$ cat src/rtl/calc_operand_entry.sv
// Operand entry front end: synchronizes and debounces the Confirm/Back buttons,
// sequences A, B and the operator from the switches, and offers the triple to the core.
module calc_operand_entry #(
   parameter int unsigned DEBOUNCE_CYCLES = 2500000,
   parameter int unsigned CNT_W           = 22
) (
   input  logic        board_clk,
   input  logic        Reset,
   input  logic [15:0] In,
   input  logic        BtnConfirm,
   input  logic        BtnBack,
   input  logic        operands_ready,
   output logic [15:0] A,
   output logic [15:0] B,
   output logic [1:0]  Op,
   output logic        operands_valid,
   output logic [1:0]  stage,
   output logic        confirm_pulse
);

   typedef enum logic [1:0] {
      GET_A  = 2'b00,
      GET_B  = 2'b01,
      GET_OP = 2'b10,
      HOLD   = 2'b11
   } state_t;

   localparam logic [CNT_W-1:0] CNT_LAST = CNT_W'(DEBOUNCE_CYCLES - 1);
   localparam logic [CNT_W-1:0] CNT_ONE  = CNT_W'(1);

   // Button index 0 is Confirm, index 1 is Back.
   logic [1:0]            sync1_q, sync1_d;
   logic [1:0]            sync2_q, sync2_d;
   logic [1:0]            deb_q, deb_d;
   logic [1:0]            deb_dly_q, deb_dly_d;
   logic [1:0]            arm_q, arm_d;
   logic [1:0][CNT_W-1:0] cnt_q, cnt_d;
   logic [1:0][CNT_W-1:0] rel_cnt_q, rel_cnt_d;
   logic [1:0]            pulse;

   state_t      state_q, state_d;
   logic [15:0] a_q, a_d;
   logic [15:0] b_q, b_d;
   logic [1:0]  op_q, op_d;
   logic        valid_q, valid_d;
   logic        cp, bp;

   // A button only becomes armed after its synchronized level has been seen low
   // for a full debounce window, so a button held through reset cannot pulse.
   always_comb begin
      sync1_d   = {BtnBack, BtnConfirm};
      sync2_d   = sync1_q;
      deb_dly_d = deb_q;
      deb_d     = deb_q;
      arm_d     = arm_q;
      cnt_d     = '0;
      rel_cnt_d = '0;
      pulse     = '0;
      for (int i = 0; i < 2; i++) begin
         if (sync2_q[i] != deb_q[i]) begin
            if (cnt_q[i] == CNT_LAST) deb_d[i] = sync2_q[i];
            else                      cnt_d[i] = cnt_q[i] + CNT_ONE;
         end
         if (!arm_q[i] && !sync2_q[i]) begin
            if (rel_cnt_q[i] == CNT_LAST) arm_d[i]     = 1'b1;
            else                          rel_cnt_d[i] = rel_cnt_q[i] + CNT_ONE;
         end
         pulse[i] = deb_q[i] & ~deb_dly_q[i] & arm_q[i];
      end
   end

   assign cp = pulse[0];
   assign bp = pulse[1];

   // Handshake: operands_valid is a flop that rises on entry to HOLD and holds
   // A/B/Op steady until a cycle with operands_ready=1; it falls on the next
   // edge. operands_ready has no combinational path to operands_valid.
   always_comb begin
      state_d = state_q;
      a_d     = a_q;
      b_d     = b_q;
      op_d    = op_q;
      valid_d = valid_q;
      case (state_q)
         GET_A: begin
            if (cp) begin
               a_d     = In;
               state_d = GET_B;
            end
         end
         GET_B: begin
            if (bp) begin
               state_d = GET_A;
            end else if (cp) begin
               b_d     = In;
               state_d = GET_OP;
            end
         end
         GET_OP: begin
            if (bp) begin
               state_d = GET_B;
            end else if (cp) begin
               op_d    = In[1:0];
               valid_d = 1'b1;
               state_d = HOLD;
            end
         end
         HOLD: begin
            if (operands_ready) begin
               valid_d = 1'b0;
               state_d = GET_A;
            end
         end
         default: begin
            valid_d = 1'b0;
            state_d = GET_A;
         end
      endcase
   end

   always_ff @(posedge board_clk or posedge Reset) begin
      if (Reset) begin
         sync1_q   <= '0;
         sync2_q   <= '0;
         deb_q     <= '0;
         deb_dly_q <= '0;
         arm_q     <= '0;
         cnt_q     <= '0;
         rel_cnt_q <= '0;
         state_q   <= GET_A;
         a_q       <= '0;
         b_q       <= '0;
         op_q      <= '0;
         valid_q   <= 1'b0;
      end else begin
         sync1_q   <= sync1_d;
         sync2_q   <= sync2_d;
         deb_q     <= deb_d;
         deb_dly_q <= deb_dly_d;
         arm_q     <= arm_d;
         cnt_q     <= cnt_d;
         rel_cnt_q <= rel_cnt_d;
         state_q   <= state_d;
         a_q       <= a_d;
         b_q       <= b_d;
         op_q      <= op_d;
         valid_q   <= valid_d;
      end
   end

   assign A              = a_q;
   assign B              = b_q;
   assign Op             = op_q;
   assign operands_valid = valid_q;
   assign stage          = state_q;
   assign confirm_pulse  = cp;

endmodule
$ cat config.mk
export PLATFORM = sky130hd
export DESIGN_NAME = calc_operand_entry
export DESIGN_NICKNAME = d
export VERILOG_FILES = /design/src/rtl/calc_operand_entry.sv
export SDC_FILE = /design/constraint.sdc
export NUM_CORES = 1
export LEC_CHECK = 0
export BUFFER_PORTS_ARGS = -buffer_cell sky130_fd_sc_hd__buf_2
export CORE_MARGIN = 2
export CORE_UTILIZATION = 50
export DETAILED_ROUTE_END_ITERATION = 8
export GPL_ROUTABILITY_DRIVEN = 0
export PLACE_DENSITY = 0.8
export SYNTH_ARGS = -nofsm -noshare
export SYNTH_HDL_FRONTEND = slang
export SYNTH_SLANG_ARGS = --single-unit
$ cat constraint.sdc
create_clock -name board_clk -period 4.17 [get_ports board_clk]
set_clock_uncertainty 0.15 [all_clocks]
set_input_delay 0.2085 -clock board_clk [delete_from_list [all_inputs] [get_ports board_clk]]
set_output_delay 0.2085 -clock board_clk [all_outputs]
set_load 0.01 [all_outputs]
* Word-level counts from Yosys, hierarchy flattened
Index checks and enable logic that the tools add are counted.
** Operators by class
- Add/subtract/negate cells :: 4
- Equal/unequal tests :: 15
- Multiplexer cells :: 19
- Bitwise operators :: 7
- Reductions and logical operators :: 17
** Operators with widths (number)
- $mux W22 :: 8
- $add A22 B1 Y22 const B :: 4
- $eq A22 B22 Y1 const B :: 4
- $mux W2 :: 6
- $reduce_and A2 Y1 :: 5
- $ne A2 B2 Y1 const B :: 4
- $pmux W2 S4 :: 1
- $reduce_and A4 Y1 :: 2
- $ne A3 B3 Y1 const B :: 2
- $reduce_and A3 Y1 :: 2
- $and A1 B1 Y1 :: 4
- $eq A2 B2 Y1 const B :: 2
- $logic_not A1 Y1 :: 4
- $mux W1 :: 3
- $not A1 Y1 :: 3
- $eq A2 B1 Y1 const B :: 1
- $logic_and A1 B1 Y1 :: 2
- $logic_not A2 Y1 :: 1
- $ne A1 B1 Y1 :: 2
- $pmux W1 S2 :: 1
- $reduce_bool A2 Y1 :: 1
** Word-level totals
- Register bits after elaboration :: 135
- Input port bits :: 21
- Output and inout bits :: 38

* Logic depth before layout (Yosys ltp)
- Word-level depth :: 6
- Depth in mapped cells :: 6
- Mapped depth without buffers :: 5

* Worst setup path before layout
OpenSTA, ideal clock, no wires.
- Path type :: register to register
- Start point :: register rel_cnt_q[22] in the netlist's numbering
- End point :: register rel_cnt_q[40] in the netlist's numbering
- Library setup time :: 0.134 ns
- Data arrival time :: 1.665 ns
- Required time :: 3.886 ns
- Setup slack :: 2.221 ns
- Cell stages (with the launch flop) :: 7
- Buffers on the path :: 1
- Cells stage by stage :: dfrtp_1 > ha_1 > nand4_1 > or4_1 > o21ai_2 > buf_2 > a21oi_1
** RTL lines
- start, declared :: RTL line 38 : logic [1:0][CNT_W-1:0] rel_cnt_q, rel_cnt_d;
- start signal, assigned :: RTL line 142 : rel_cnt_q <= rel_cnt_d;

==> run_results.csv <==
group,metric,value,unit
run_status,status,"finished clean",
synth,netlist_instances,603,
finish,area.growth.synth_to_final,19.8,%
synth,synth.ff_latch_count,135,
timing,setup-tns-final,0,ns
setup_path,rrSetupSlack,1.62,ns
timing,maxSlewViolCount,0,
cts,tritoncts,"built",
setup_path,cp_slowest_cell,"sky130_fd_sc_hd__o21ai_2",
routing,avgRoutedWirePerCell,15.9,microns
die,initial_core_util,50.8,%
timing,grt_setup_unrepaired,"false",
routing,vias,5044,
cts,post-cts-setup-buffers,0,
finish,layout_cell_share_with_drive_strength_beyond_1,20.1,%
die,fp.dieArea,0.0136,sq mm
setup_path,crit_path_cell_trace,"ha_1 -> nand4_1 -> or4_1 -> o21ai_2 -> nor2_1",
die,row_count,41,
setup_path,worst_setup_path_startpoint,"rel_cnt_q[22]",
synth,post_synth_num_cell_types,42,
setup_path,worst_setup_path_start_kind,"register",
setup_path,worst-endpoint-required,4.28,ns
setup_path,crit-reg2reg-capture,"rel_cnt_q[33]",
setup_path,ff2ff_path_depth,5,
synth,mappedNetlistNets,632,
placement,place_hpwl,8870,microns
global_routing,overflow,0,
timing,period_minus_slack,2.55,ns
timing,worst_pin_slew,0.994,ns
routing,detail_route.wirelength,13900,microns
global_routing,grt_pass1_wl,23300,microns
global_routing,gr-usage-all-layers,21.7,%
die,chipHeight,117,microns
timing,finalSetupViolCount,0,
die,dieWidth,117,microns
power,power.ir.vdd_worst,268,uV
placement,placement.io_buffers,58,
global_routing,grt_start_max_net_pins,83,
min_path,worstHoldEndpoint,"sync2_q[0]",
timing,finalWorstSetupSlack,1.62,ns
routing,first_pass_iters,5,
flow_run,cap_violations,0,
global_routing,grt_pass1_vias,5108,
synth,synth-seq-area-share,53.1,%
power,pwr_density_cell,387,mW/mm^2
cts,cts_num_sinks,135,
die,core_area,0.0125,sq mm
global_routing,number_of_antenna_violations_at_the_first_check_in_global_routing,1,
synth,mappedNetlistArea,0.00636,sq mm
placement,dp_slack,1.63,ns
cts,cts-hold-fix-buffers,20,
min_path,min-delay-start,"sync1_q[0]",
min_path,hold_path.class,"register to register",
setup_path,r2r_start,"rel_cnt_q[22]",
cts,clk-insertion-delay-late,0.43,ns
timing,fmax,392,MHz
cts,cts-buffers-inserted,17,
die,ios,59,
cts,ctsResizeCount,0,
timing,final_min_period_over_clock_period,61.1,%
setup_path,timing_worst_setup_path_type,"register to register",
routing,detail_route.drc_violations,0,
finish,layout.nets,716,
routing,detail_route.vias_per_cell,5.78,
setup_path,endpoint_kind,"register",
cts,cts.root.buffer_cell,"sky130_fd_sc_hd__clkbuf_16",
cts,clk_path_buf_depth,2,
routing,drt.antenna.violating_nets,0,
setup_path,critPathTopFamily,"simple AND/OR/NAND/NOR gates",
timing,max_slew_margin,33.7,%
setup_path,critical_path_peak_fanout,22,
cts,path_clk_slew,0.05,ns
setup_path,cp_num_buf_inv,0,
synth,syn_area_per_cell,10.5,sq um
power,leakage,3.26,nW
routing,first_iter_violations,416,
setup_path,worst_ep_arrival_time,2.66,ns
timing,finalHoldViolations,0,
cts,htree_num_levels,4,
min_path,holdPathStages,0,
synth,yosysWarnings,0,
setup_path,cp_slowest_stage_delay,0.75,ns
==> worst register-to-register path: cells and delay by family, from the launching register on <==
family	cells	cell delay, ns
AND/OR/NAND/NOR	3	0.91
adder cells (fa/ha/maj)	1	0.17
flip-flops	1	0.41
AO/OA/AOI/OAI	1	0.75
==> layout make-up <==
class | count | area, sq um
Fill cell | 971 | 4900
Tap cell | 172 | 215
Antenna cell | 1 | 2.50
Inverter | 19 | 73.8
Clock buffer | 20 | 447
Timing Repair Buffer | 83 | 541
Clock inverter | 12 | 128
Sequential cell | 135 | 3380
Multi-Input combinational cell | 431 | 2830
==> power by group <==
| group | switching [mW] | internal [mW] |
|---|---|---|
| Clock | 0.559 | 0.893 |
| Sequential | 0.0263 | 1.33 |
| Combinational | 0.0766 | 0.0560 |
| Total | 0.662 | 2.28 |
==> registers in the layout, summed over array words and instances (netlist names), 16 cells and up <==
register,cells
A,16
B,16
cnt_q,44
rel_cnt_q,44
==> how the worst max path moves through the flow <==
stage,to,cells past startpoint
after CTS,rel_cnt_q[33],5
final,rel_cnt_q[33],5
after floorplan,A[0],1
after global placement,rel_cnt_q[38],5
after global routing,rel_cnt_q[35],5
after detailed placement,rel_cnt_q[33],5
==> stage by stage <==
stage	area, sq um	cells	total power [mW]	util [%]	hold slack [ns]
2_1_floorplan	6360	603	1.45	-	0.0899
3_3_place_gp	6840	820	1.49	54.6	0.167
3_5_place_dp	6840	820	1.50	54.6	0.168
4_1_cts	7610	872	2.96	60.8	0.197
5_1_grt	7620	873	3.05	60.8	0.198
6_report	7620	873	2.94	60.8	0.196
==> kinds of logic after synthesis <==
group	Yosys count	synth area share, %
AND/OR/NAND/NOR	262	22.6
buffers and inverters	37	2.46
flip-flops	135	53.1
AO/OA/AOI/OAI	75	6.91
XOR/XNOR	50	6.89
adder cells (fa/ha/maj)	8	1.57
multiplexers	36	6.38
==> metal layers <==
metal / part of all wire [%] / global-route usage, %
met2: 51 / 36.8
met1: 41 / 25.0
met5: 0 / 0
met3: 5.8 / 6.64
met4: 2.4 / 10.7
==> synthesized netlist by cell type <==
| cell type | instances | area share (%) |
|---|---|---|
| sky130_fd_sc_hd__dfrtp_1 | 135 | 53 |
| sky130_fd_sc_hd__nand4_2 | 1 | 0.20 |
| sky130_fd_sc_hd__xor2_1 | 23 | 3.2 |
| sky130_fd_sc_hd__nand3_1 | 28 | 2.2 |
| sky130_fd_sc_hd__or3b_1 | 1 | 0.14 |
| sky130_fd_sc_hd__nand3b_1 | 3 | 0.35 |
| sky130_fd_sc_hd__buf_6 | 1 | 0.18 |
| sky130_fd_sc_hd__nor2_1 | 69 | 4.1 |
| sky130_fd_sc_hd__o31ai_1 | 17 | 2.0 |
| sky130_fd_sc_hd__a21oi_1 | 32 | 2.5 |
| sky130_fd_sc_hd__nor4bb_1 | 4 | 0.63 |
| sky130_fd_sc_hd__o21ai_1 | 1 | 0.079 |
| sky130_fd_sc_hd__nor2b_1 | 2 | 0.20 |
| sky130_fd_sc_hd__nand3_2 | 3 | 0.47 |
| sky130_fd_sc_hd__or4_4 | 2 | 0.35 |
| sky130_fd_sc_hd__o211ai_1 | 1 | 0.12 |
| sky130_fd_sc_hd__nand2_1 | 35 | 2.1 |
| sky130_fd_sc_hd__a21oi_2 | 1 | 0.14 |
| sky130_fd_sc_hd__or4b_1 | 1 | 0.16 |
| sky130_fd_sc_hd__and3_1 | 12 | 1.2 |
| sky130_fd_sc_hd__or3_1 | 21 | 2.1 |
| sky130_fd_sc_hd__mux2_1 | 1 | 0.18 |
| sky130_fd_sc_hd__nand4b_1 | 3 | 0.41 |
| sky130_fd_sc_hd__nor4b_1 | 2 | 0.28 |
| sky130_fd_sc_hd__ha_1 | 8 | 1.6 |
| sky130_fd_sc_hd__or4_1 | 15 | 1.8 |
| sky130_fd_sc_hd__o21ai_0 | 19 | 1.5 |
| sky130_fd_sc_hd__inv_1 | 19 | 1.1 |
| sky130_fd_sc_hd__and2_1 | 2 | 0.20 |
| sky130_fd_sc_hd__buf_2 | 8 | 0.63 |
| sky130_fd_sc_hd__nor3_1 | 8 | 0.63 |
| sky130_fd_sc_hd__nor3_2 | 1 | 0.16 |
| sky130_fd_sc_hd__clkbuf_1 | 9 | 0.53 |
| sky130_fd_sc_hd__and3b_1 | 1 | 0.14 |
| sky130_fd_sc_hd__and4_1 | 6 | 0.83 |
| sky130_fd_sc_hd__o21ai_2 | 1 | 0.14 |
| sky130_fd_sc_hd__nor4_1 | 15 | 1.5 |
| sky130_fd_sc_hd__nand4_1 | 27 | 2.7 |
| sky130_fd_sc_hd__mux2_2 | 35 | 6.2 |
| sky130_fd_sc_hd__a31o_2 | 1 | 0.14 |
| sky130_fd_sc_hd__xnor2_1 | 27 | 3.7 |
| sky130_fd_sc_hd__o41ai_1 | 2 | 0.28 |
==> cell usage in the layout, fill, tap and decap left out, drive strengths merged, types with 4 or more instances in the layout <==
| master | synthesis | final |
|---|---|---|
| nand2 | 35 | 35 |
| o21ai | 21 | 21 |
| nor2 | 69 | 69 |
| clkinv | 0 | 8 |
| clkbuf | 9 | 20 |
| or4 | 17 | 17 |
| ha | 8 | 8 |
| nor4 | 15 | 15 |
| mux2 | 36 | 36 |
| or3 | 21 | 21 |
| buf | 9 | 63 |
| dlygate4sd3 | 0 | 20 |
| and4 | 6 | 6 |
| nand3 | 31 | 31 |
| inv | 19 | 20 |
| nand4 | 28 | 28 |
| nor3 | 9 | 9 |
| xor2 | 23 | 23 |
| nor4bb | 4 | 4 |
| xnor2 | 27 | 27 |
| o31ai | 17 | 17 |
| dfrtp | 135 | 135 |
| and3 | 12 | 12 |
| a21oi | 33 | 33 |
No activity file was read; power rests on OpenSTA's default activity.
